File: config.mk
export PLATFORM = sky130hd
export DESIGN_NAME = boa_div_ctl
export DESIGN_NICKNAME = d
export VERILOG_FILES = /design/src/rtl/boa_pkg.sv /design/src/rtl/boa_div_step.sv /design/src/rtl/boa_div_ctl.sv
export SDC_FILE = /design/constraint.sdc
export NUM_CORES = 1
export LEC_CHECK = 0
export CORE_AREA = 5 5 173 175
export DETAILED_ROUTE_END_ITERATION = 6
export DIE_AREA = 0 0 178 180
export PLACE_DENSITY = 0.64
export SLEW_MARGIN = 20
export SYNTH_ARGS = -nofsm -noshare
export SYNTH_HDL_FRONTEND = slang
export SYNTH_SLANG_ARGS = --single-unit
File: constraint.sdc
create_clock -name clk -period 3.6 [get_ports clk]
set_input_delay 0.72 -clock clk [delete_from_list [all_inputs] [get_ports clk]]
set_output_delay 0.72 -clock clk [all_outputs]
set_load 0.01 [all_outputs]
File: src/rtl/boa_pkg.sv
// Shared divider definitions: RV32M divide funct3 codes, sequencer states, operand helper.
package boa_pkg;

  localparam logic [2:0] BOA_DIV  = 3'b100;
  localparam logic [2:0] BOA_DIVU = 3'b101;
  localparam logic [2:0] BOA_REM  = 3'b110;
  localparam logic [2:0] BOA_REMU = 3'b111;

  typedef enum logic [1:0] {
    ST_IDLE  = 2'd0,
    ST_CALC  = 2'd1,
    ST_FIXUP = 2'd2,
    ST_DONE  = 2'd3
  } boa_div_state_t;

  // Magnitude of a signed operand; 0x80000000 maps to itself, which is correct as unsigned.
  function automatic logic [31:0] boa_abs(input logic [31:0] v, input logic is_signed);
    return (is_signed && v[31]) ? (32'd0 - v) : v;
  endfunction

endpackage

File: src/rtl/boa_div_step.sv
// Combinational restoring divide step resolving BPC quotient bits, MSB first.
module boa_div_step #(
  parameter int BPC = 1
) (
  input  logic [32:0]    rem_in,
  input  logic [BPC-1:0] dvd_bits,
  input  logic [31:0]    dvs,
  output logic [32:0]    rem_out,
  output logic [BPC-1:0] q_bits
);

  always_comb begin
    logic [32:0] r;
    logic [32:0] t;
    r      = rem_in;
    t      = '0;
    q_bits = '0;
    for (int i = BPC - 1; i >= 0; i--) begin
      r = {r[31:0], dvd_bits[i]};
      // Partial remainder stays below 2*dvs, so bit 32 of the difference is a clean borrow.
      t = r - {1'b0, dvs};
      if (!t[32]) begin
        r         = t;
        q_bits[i] = 1'b1;
      end
    end
    rem_out = r;
  end

endmodule

File: src/rtl/boa_div_ctl.sv
// Iterative RV32M divider + sequencer: N+2 cycle latency (1 for special cases), result held until q_ready.
// Optional BOA_DIV_CACHE_EN keeps the last completed operands/results for 1-cycle repeat hits.
module boa_div_ctl
  import boa_pkg::*;
#(
  parameter int bits_per_cycle = 1
) (
  input  logic        clk,
  input  logic        rst,
  input  logic        clear,
  input  logic        d_valid,
  output logic        d_ready,
  input  logic [2:0]  d_funct3,
  input  logic [31:0] d_lhs,
  input  logic [31:0] d_rhs,
  output logic        q_valid,
  input  logic        q_ready,
  output logic [31:0] q_res,
  output logic        busy
);

  localparam int          BPC      = bits_per_cycle;
  localparam int          N        = 32 / BPC;
  localparam logic [4:0]  CNT_LAST = 5'(N - 1);

  boa_div_state_t state;
  logic [4:0]     cnt;
  logic           rem_sel;
  logic           neg_q;
  logic           neg_r;
  logic [32:0]    rem_r;
  logic [31:0]    dvd_r;
  logic [31:0]    dvs_r;

  logic           acc;
  logic           sgn_op;
  logic           div0;
  logic           ovf;
  logic [31:0]    spc_q;
  logic [31:0]    spc_r;
  logic [31:0]    fix_q;
  logic [31:0]    fix_r;
  logic [32:0]    step_rem;
  logic [BPC-1:0] step_q;
  logic           hit;
  logic [31:0]    hit_res;

  assign acc    = d_valid && d_ready && !clear;
  assign sgn_op = (d_funct3 == BOA_DIV) || (d_funct3 == BOA_REM);
  assign div0   = (d_rhs == 32'd0);
  assign ovf    = sgn_op && (d_lhs == 32'h8000_0000) && (d_rhs == 32'hFFFF_FFFF);
  assign spc_q  = div0 ? 32'hFFFF_FFFF : 32'h8000_0000;
  assign spc_r  = div0 ? d_lhs : 32'd0;

  // dvd_r has been fully replaced by quotient bits once CALC finishes.
  assign fix_q  = neg_q ? (32'd0 - dvd_r) : dvd_r;
  assign fix_r  = neg_r ? (32'd0 - rem_r[31:0]) : rem_r[31:0];

  boa_div_step #(.BPC(BPC)) u_step (
    .rem_in   (rem_r),
    .dvd_bits (dvd_r[31 -: BPC]),
    .dvs      (dvs_r),
    .rem_out  (step_rem),
    .q_bits   (step_q)
  );

`ifdef BOA_DIV_CACHE_EN
  logic        c_vld;
  logic        c_uns;
  logic [31:0] c_lhs;
  logic [31:0] c_rhs;
  logic [31:0] c_q;
  logic [31:0] c_r;
  logic [31:0] lhs_r;
  logic [31:0] rhs_r;
  logic        uns_r;

  assign hit     = c_vld && (c_lhs == d_lhs) && (c_rhs == d_rhs) && (c_uns == d_funct3[0]);
  assign hit_res = d_funct3[1] ? c_r : c_q;

  // Raw operands are kept through CALC so the entry can be written at FIXUP.
  always_ff @(posedge clk) begin
    if (rst) begin
      c_vld <= 1'b0;
      c_uns <= 1'b0;
      c_lhs <= '0;
      c_rhs <= '0;
      c_q   <= '0;
      c_r   <= '0;
      lhs_r <= '0;
      rhs_r <= '0;
      uns_r <= 1'b0;
    end else begin
      if (acc) begin
        lhs_r <= d_lhs;
        rhs_r <= d_rhs;
        uns_r <= d_funct3[0];
      end
      if (acc && (div0 || ovf)) begin
        c_vld <= 1'b1;
        c_lhs <= d_lhs;
        c_rhs <= d_rhs;
        c_uns <= d_funct3[0];
        c_q   <= spc_q;
        c_r   <= spc_r;
      end else if (state == ST_FIXUP && !clear) begin
        c_vld <= 1'b1;
        c_lhs <= lhs_r;
        c_rhs <= rhs_r;
        c_uns <= uns_r;
        c_q   <= fix_q;
        c_r   <= fix_r;
      end
    end
  end
`else
  assign hit     = 1'b0;
  assign hit_res = 32'd0;
`endif

  always_ff @(posedge clk) begin
    if (rst) begin
      state   <= ST_IDLE;
      q_valid <= 1'b0;
      d_ready <= 1'b1;
      busy    <= 1'b0;
      q_res   <= '0;
      cnt     <= '0;
      rem_sel <= 1'b0;
      neg_q   <= 1'b0;
      neg_r   <= 1'b0;
      rem_r   <= '0;
      dvd_r   <= '0;
      dvs_r   <= '0;
    end else if (clear) begin
      state   <= ST_IDLE;
      q_valid <= 1'b0;
      d_ready <= 1'b1;
      busy    <= 1'b0;
    end else begin
      case (state)
        ST_IDLE: begin
          if (acc) begin
            rem_sel <= d_funct3[1];
            busy    <= 1'b1;
            d_ready <= 1'b0;
            if (div0 || ovf) begin
              q_res   <= d_funct3[1] ? spc_r : spc_q;
              q_valid <= 1'b1;
              state   <= ST_DONE;
            end else if (hit) begin
              q_res   <= hit_res;
              q_valid <= 1'b1;
              state   <= ST_DONE;
            end else begin
              neg_q <= sgn_op && (d_lhs[31] ^ d_rhs[31]);
              neg_r <= sgn_op && d_lhs[31];
              dvd_r <= boa_abs(d_lhs, sgn_op);
              dvs_r <= boa_abs(d_rhs, sgn_op);
              rem_r <= '0;
              cnt   <= CNT_LAST;
              state <= ST_CALC;
            end
          end
        end
        ST_CALC: begin
          rem_r <= step_rem;
          dvd_r <= {dvd_r[31-BPC:0], step_q};
          cnt   <= cnt - 5'd1;
          if (cnt == 5'd0) begin
            state <= ST_FIXUP;
          end
        end
        ST_FIXUP: begin
          q_res   <= rem_sel ? fix_r : fix_q;
          q_valid <= 1'b1;
          state   <= ST_DONE;
        end
        ST_DONE: begin
          if (q_ready) begin
            q_valid <= 1'b0;
            d_ready <= 1'b1;
            busy    <= 1'b0;
            state   <= ST_IDLE;
          end
        end
        default: begin
          state   <= ST_IDLE;
          q_valid <= 1'b0;
          d_ready <= 1'b1;
          busy    <= 1'b0;
        end
      endcase
    end
  end

endmodule

# Yosys cells after proc, flatten, opt, wreduce, memory -nomap -nowiden
# Index checks and enable logic that the tools add are counted.
[totals]
in_bits = 72
word_cells = 94
register_bits = 141
out_inout_bits = 35
[op_classes]
n_addsub = 6
mux = 36
bitwise_logic = 3
eq_ne = 12
reduce_logical = 25
[op_table]
columns = ["op", "count"]
rows = [
  ["two-way mux 32 bit", 14],
  ["case mux 32 bit (2 select lines)", 3],
  ["subtractor 1 x 32 -> 32 bit, first input constant", 4],
  ["== test 32 bit, second input constant", 2],
  ["subtractor 33 x 32 -> 33 bit", 1],
  ["logical NOT 32 bit", 1],
  ["two-way mux 31 bit", 1],
  ["AND reduction 4 bit", 4],
  ["two-way mux 5 bit", 2],
  ["!= test 2 bit, second input constant", 5],
  ["case mux 5 bit (2 select lines)", 1],
  ["AND reduction 3 bit", 3],
  ["two-way mux 2 bit", 4],
  ["case mux 2 bit (4 select lines)", 1],
  ["logical AND 1 bit", 7],
  ["two-way mux 1 bit", 7],
  ["== test 3 bit, second input constant", 2],
  ["nonzero test 2 bit", 3],
  ["logical NOT 5 bit", 1],
  ["subtractor 5 x 1 -> 5 bit, second input constant", 1],
  ["== test 2 bit, second input constant", 2],
  ["case mux 1 bit (2 select lines)", 2],
  ["case mux 1 bit (3 select lines)", 1],
  ["nonzero test 3 bit", 1],
  ["other kinds (7)", 9],
]

# Depth between registers and ports, before layout
[depth]
ltp_word = 8
ltp_mapped = 13
mapped_depth_nobuf = 11

# Modules after synthesis
# From an unflattened synthesis, not the netlist that was laid out.
[unflattened]
hier_cells = 1516
hier_area_um2 = 11441.0
[modules_own_cells]
columns = ["module", "seq_area_each_um2", "cells_each", "instances", "area_each_um2"]
rows = [
  ["boa_div_ctl", 2842.7, 1157, 1, 8962.3],
  ["boa_div_step", 0.0, 359, 1, 2478.6],
]

# Least setup slack after synthesis
# No wires, ideal clock.
[synth_timing]
path_type = "input -> register"
from = "input d_lhs[21]"
to = "register q_res[10]"
path_buffers = 2
arrival_time_ps = 2982
cell_stages = 10
setup_time_ps = 132
setup_slack_ps = 486
cell_sequence = "or4_4 > or3_1 > or3_1 > buf_6 > o21ai_4 > nand3_2 > a21o_1 > buf_2 > a211oi_1 > nor3_1"
[synth_between]
elab_chain_cells = 6
[synth_lines]
columns = ["item", "line_no", "source"]
rows = [
  ["from (decl)", "boa_div_ctl.sv:14", "input logic [31:0] d_lhs,"],
  ["== test 32 bit", "boa_div_ctl.sv:51", "assign ovf = sgn_op && (d_lhs == 32'h8000_0000) && (d_rhs == 32'hFFFF_FFFF);"],
  ["logical AND 1 bit (2 in a row)", "boa_div_ctl.sv:51", ""],
  ["logical OR 1 bit", "boa_div_ctl.sv:147", "if (div0 || ovf) begin"],
  ["!= test 2 bit (no line)", "--", ""],
  ["AND reduction 4 bit (no line)", "--", ""],
  ["to (signal assigned)", "boa_div_ctl.sv:148", "q_res <= d_funct3[1] ? spc_r : spc_q;"],
  ["to (signal assigned)", "boa_div_ctl.sv:152", "q_res <= hit_res;"],
  ["to (signal assigned)", "boa_div_ctl.sv:175", "q_res <= rem_sel ? fix_r : fix_q;"],
  ["to (decl)", "boa_div_ctl.sv:18", "output logic [31:0] q_res,"],
]
# Every way passes these cells.
# A chain may end at the register's enable or synchronous reset.

# Worst setup path after layout
[layout_timing]
from = "input d_lhs[21]"
to = "register q_res[27]"
# Same word-level chain as after synthesis.

==> qor.tcl <==
set qor(status) {finished, final reports clean}
set qor(post_route_cells_drive_above_1_share) 0.109
set qor(max-cap-violations) 0
set qor(worst_setup_slack_for_register_to_register_paths_ns) 0.27
set qor(grt_usage) 0.220
set qor(gr-total-overflow) 0
set qor(slew-limit-headroom) 0.303
set qor(synth_top_family_by_area) {compound AO/OA/AOI/OAI gates}
set qor(grt_start_max_net_pins) 72
set qor(core-area_sq_um) 28300
set qor(instance_area_after_placement_sq_um) 13300
set qor(cts_root_buf) {sky130_fd_sc_hd__clkbuf_16}
set qor(grt_pass1_wl_um) 57500
set qor(yosys_register_bits) 141
set qor(ys_async_sr_fraction) 0
set qor(synth-main-ff-cell) {sky130_fd_sc_hd__dfxtp_1}
set qor(first_pass_iters) 6
set qor(tightest_slew_ns) 1.05
set qor(yosys.cell_count.top_type) {sky130_fd_sc_hd__nand2_1}
set qor(worst_setup_hold_path_clk_slew_ns) 0.06
set qor(synth.area.mux_share) 0.0189
set qor(via_per_inst) 5.59
set qor(synth_compound_area_frac) 0.265
set qor(start_util) 0.393
set qor(drtIter0Drc) 899
set qor(rr_worst_depth) 11
set qor(post-place-cells) 2036
set qor(worst_hold_path_stage_count) 2
set qor(yosys.area.top_type) {sky130_fd_sc_hd__dfxtp_1}
set qor(final_design_area_no_fill_sq_um) 13900
set qor(worst_hold_path_type) {register to register}
set qor(setup-violations-final) 0
set qor(fin_hold_ws_ns) 0.475
set qor(post_synth_and_or_nand_nor_area_fraction) 0.229
set qor(detail_route.drc_violations) 0
set qor(global_placement_routability_congestion) 0.924
set qor(routed-via-count) 11600
set qor(worstPathArrival_ns) 3.76
set qor(clk_latency_ns) 0.43
set qor(antenna_found_initial) 0
set qor(total_leakage_power_nw) 5.07
set qor(diodes) 0
set qor(hold_startpoint) {dvs_r[31]}
set qor(crit_chain) {clkdlybuf4s50_1, or4_4, or3_1, or3_1, o21ai_4, nand3_2, a21o_1, buf_4, nand2_1, a21oi_1}
set qor(cts_tree) {yes}
set qor(type_of_the_setup_path_with_the_least_slack) {primary input to register}
set qor(clock-sinks) 141
set qor(clkPwrFrac) 0.404
set qor(synth_fa_ha_area_frac) 0.0501
set qor(setup.worst_path.start_class) {primary input}
set qor(dpl.hpwl_um) 28200
set qor(timing.critical_path.slowest_stage_cell) {sky130_fd_sc_hd__or4_4}
set qor(timing.critical_path.required_ns) 3.87
set qor(regToRegEndpoint) {rem_r[28]}
set qor(die_area_sq_um) 32000
set qor(synth-xor-area-share) 0.115
set qor(synth_area_leaders) {sky130_fd_sc_hd__dfxtp_1, sky130_fd_sc_hd__xnor2_1, sky130_fd_sc_hd__nand2_1}
set qor(clk_path_buf_depth) 2
set qor(cts.repair.resized) 0
set qor(post_layout_nonfiller_instances) 2067
set qor(synthesis.instances) 1521
set qor(max_stage_delay_ns) 0.57
set qor(synth_seq_area_share) 0.253
set qor(power.switching_fraction) 0.301
set qor(postRouteAntennaNets) 0
set qor(worstSetupEndpointType) {register}
set qor(count_of_yosys_warnings_during_synthesis) 0
set qor(post-synth-top-area-fraction) 0.253
set qor(first_global_vias) 10700
set qor(cts_htree_levels) 4
set qor(fmax_mhz) 286
set qor(power.density_cell_area_nw_per_um2) 313
set qor(post-cts-setup-buffers) 0
set qor(wl_um) 35800
set qor(crit_path_max_fanout) 13
set qor(vdd_drop_max_uv) 279
set qor(number_of_enable_flip_flop_cells_after_synthesis) 0
set qor(finalHoldViolations) 0
set qor(synthDistinctLibCells) 82
set qor(finish.net_count) 1787
set qor(portBuffers) 106
set qor(finalSetupTns_ns) 0
set qor(fp.dieH_um) 180
set qor(critical-path-top-cell-by-count) {sky130_fd_sc_hd__or3_1}
set qor(synth.avg_cell_area_sq_um) 7.32
set qor(p_int_mw) 3.03
set qor(grt_setup_unrepaired) {no}
set qor(period_utilization) 0.970
set qor(worst_hold_path.endpoint) {dvs_r[31]}
set qor(i_o_pin_count) 107
set qor(syn-cell-area_sq_um) 11100
set qor(std_cell_rows) 62
set qor(number_of_buffers_created_by_cts) 17
set qor(ctsHoldBuffers) 0
set qor(areaGrowthSynthToFinish_pct) 24.6
set qor(synth.cells.most_frequent) {sky130_fd_sc_hd__nand2_1, sky130_fd_sc_hd__dfxtp_1, sky130_fd_sc_hd__a21oi_1}
set qor(final_period_minus_worst_setup_slack_ns) 3.49
set qor(timing_max_transition_violations_final) 0
set qor(routed_wire_length_per_instance_um) 17.3
set qor(die_w_um) 178
set qor(fin_skew_ns) 0.0114
set qor(total_switching_power_mw) 1.31
set qor(critical_path.reg2reg.startpoint) {dvs_r[4]}
set qor(comb_power_share) 0.214
set qor(seq_power_share) 0.382
set qor(synth_nets) 1637
## worst max-delay path by stage
stage                     depth (start not counted)         to  slack, ns       from
final                                            10  q_res[27]       0.11  d_lhs[21]
after global routing                             13  q_res[15]       0.04   d_lhs[1]
after CTS                                        10  q_res[27]       0.19  d_lhs[21]
after detailed placement                         10  q_res[27]      -0.24  d_lhs[21]
after global placement                           10  q_res[30]      -0.19  d_lhs[21]
after floorplan                                  10  q_res[10]       0.49  d_lhs[21]
## cell type report
class / count / area, sq um
fillers: 2841 / 14400
multi-input cells: 1204 / 7580
flip-flops and latches: 141 / 2820
repair buffers: 234 / 2160
well taps: 384 / 480
clock buffers: 18 / 429
inverters: 73 / 274
clock inverters: 13 / 141
## per-layer routing
metal	share of wire	up-vias	GRT usage
met4	0.026	0	0.0696
met3	0.060	62	0.0294
met5	0	-	0
li1	-	5729	-
met1	0.47	5397	0.318
met2	0.44	375	0.339
## power groups by stage
stage	clock network, mW	logic (mW)	registers [mW]
final	1.75	0.929	1.66
after global routing	1.84	1.02	1.67
after CTS	1.78	0.922	1.66
after detailed placement	0	0.916	1.69
after global placement	0	0.909	1.69
after floorplan	0	0.594	1.67
## cells by family (layout without fill, tap and decap cells)
logic type                 count (synthesis)  count (layout)
AOI/OAI and AO/OA                        452             452
xor gates and xnor gates                 146             146
and+or+nand+nor                          541             541
muxes                                     21              21
adders and majority gates                 44              44
buffers and inverters                    176             338
DFF                                      141             141
## worst max-delay path, delay by kind of cell
kind / cells / cell delay [ns]
compound gates: 3 / 0.69
buf+inv: 2 / 0.66
simple gates: 5 / 1.70
## cells in the final DEF (no fill, tap or decap), types with 4 or more instances in the layout
cell | synthesis | layout
sky130_fd_sc_hd__nor4_1 | 19 | 19
sky130_fd_sc_hd__o41ai_1 | 16 | 16
sky130_fd_sc_hd__clkbuf_16 | 0 | 17
sky130_fd_sc_hd__nand4_1 | 18 | 18
sky130_fd_sc_hd__nor3_1 | 46 | 46
sky130_fd_sc_hd__o22ai_1 | 9 | 9
sky130_fd_sc_hd__or2_2 | 5 | 5
sky130_fd_sc_hd__nor2_1 | 129 | 129
sky130_fd_sc_hd__ha_1 | 43 | 42
sky130_fd_sc_hd__a32oi_1 | 7 | 7
sky130_fd_sc_hd__and2_1 | 12 | 12
sky130_fd_sc_hd__o311a_1 | 9 | 9
sky130_fd_sc_hd__a21oi_1 | 133 | 133
sky130_fd_sc_hd__inv_1 | 73 | 73
sky130_fd_sc_hd__o311ai_1 | 4 | 4
sky130_fd_sc_hd__o21ai_0 | 103 | 103
sky130_fd_sc_hd__nor3b_1 | 4 | 4
sky130_fd_sc_hd__buf_12 | 0 | 11
sky130_fd_sc_hd__or3_1 | 8 | 8
sky130_fd_sc_hd__a311oi_1 | 4 | 4
sky130_fd_sc_hd__or4_1 | 11 | 11
sky130_fd_sc_hd__dfxtp_1 | 141 | 141
sky130_fd_sc_hd__buf_4 | 3 | 118
sky130_fd_sc_hd__nand2b_1 | 17 | 17
sky130_fd_sc_hd__clkinvlp_4 | 0 | 5
sky130_fd_sc_hd__o31a_1 | 6 | 6
sky130_fd_sc_hd__nand3_1 | 17 | 17
sky130_fd_sc_hd__clkdlybuf4s50_1 | 0 | 105
sky130_fd_sc_hd__xor2_1 | 51 | 51
sky130_fd_sc_hd__a21o_1 | 9 | 9
sky130_fd_sc_hd__a31oi_1 | 12 | 12
sky130_fd_sc_hd__xnor2_1 | 94 | 93
sky130_fd_sc_hd__a211oi_1 | 50 | 50
sky130_fd_sc_hd__o21a_1 | 7 | 7
sky130_fd_sc_hd__nand2_1 | 207 | 207
sky130_fd_sc_hd__nor2b_1 | 22 | 22
sky130_fd_sc_hd__o211ai_1 | 19 | 19
sky130_fd_sc_hd__mux2i_1 | 21 | 21
sky130_fd_sc_hd__o31ai_1 | 23 | 23
## flip-flops by register name, summed over array words and instances (netlist names)
name,flops
dvd_r,32
dvs_r,32
q_res,32
rem_r,32
cnt,5
state,2
busy,1
d_ready,1
neg_q,1
neg_r,1
q_valid,1
rem_sel,1
## through the flow
stage / worst slack, ns / power (mW) / utilization
floorplan: 0.486 / 2.27 / -
global placement: -0.187 / 2.60 / 0.470
detailed placement: -0.239 / 2.61 / 0.470
CTS: 0.188 / 4.36 / 0.490
global route: 0.0417 / 4.53 / 0.490
finish: 0.107 / 4.34 / 0.490
Power figures use the tool's default switching activity.
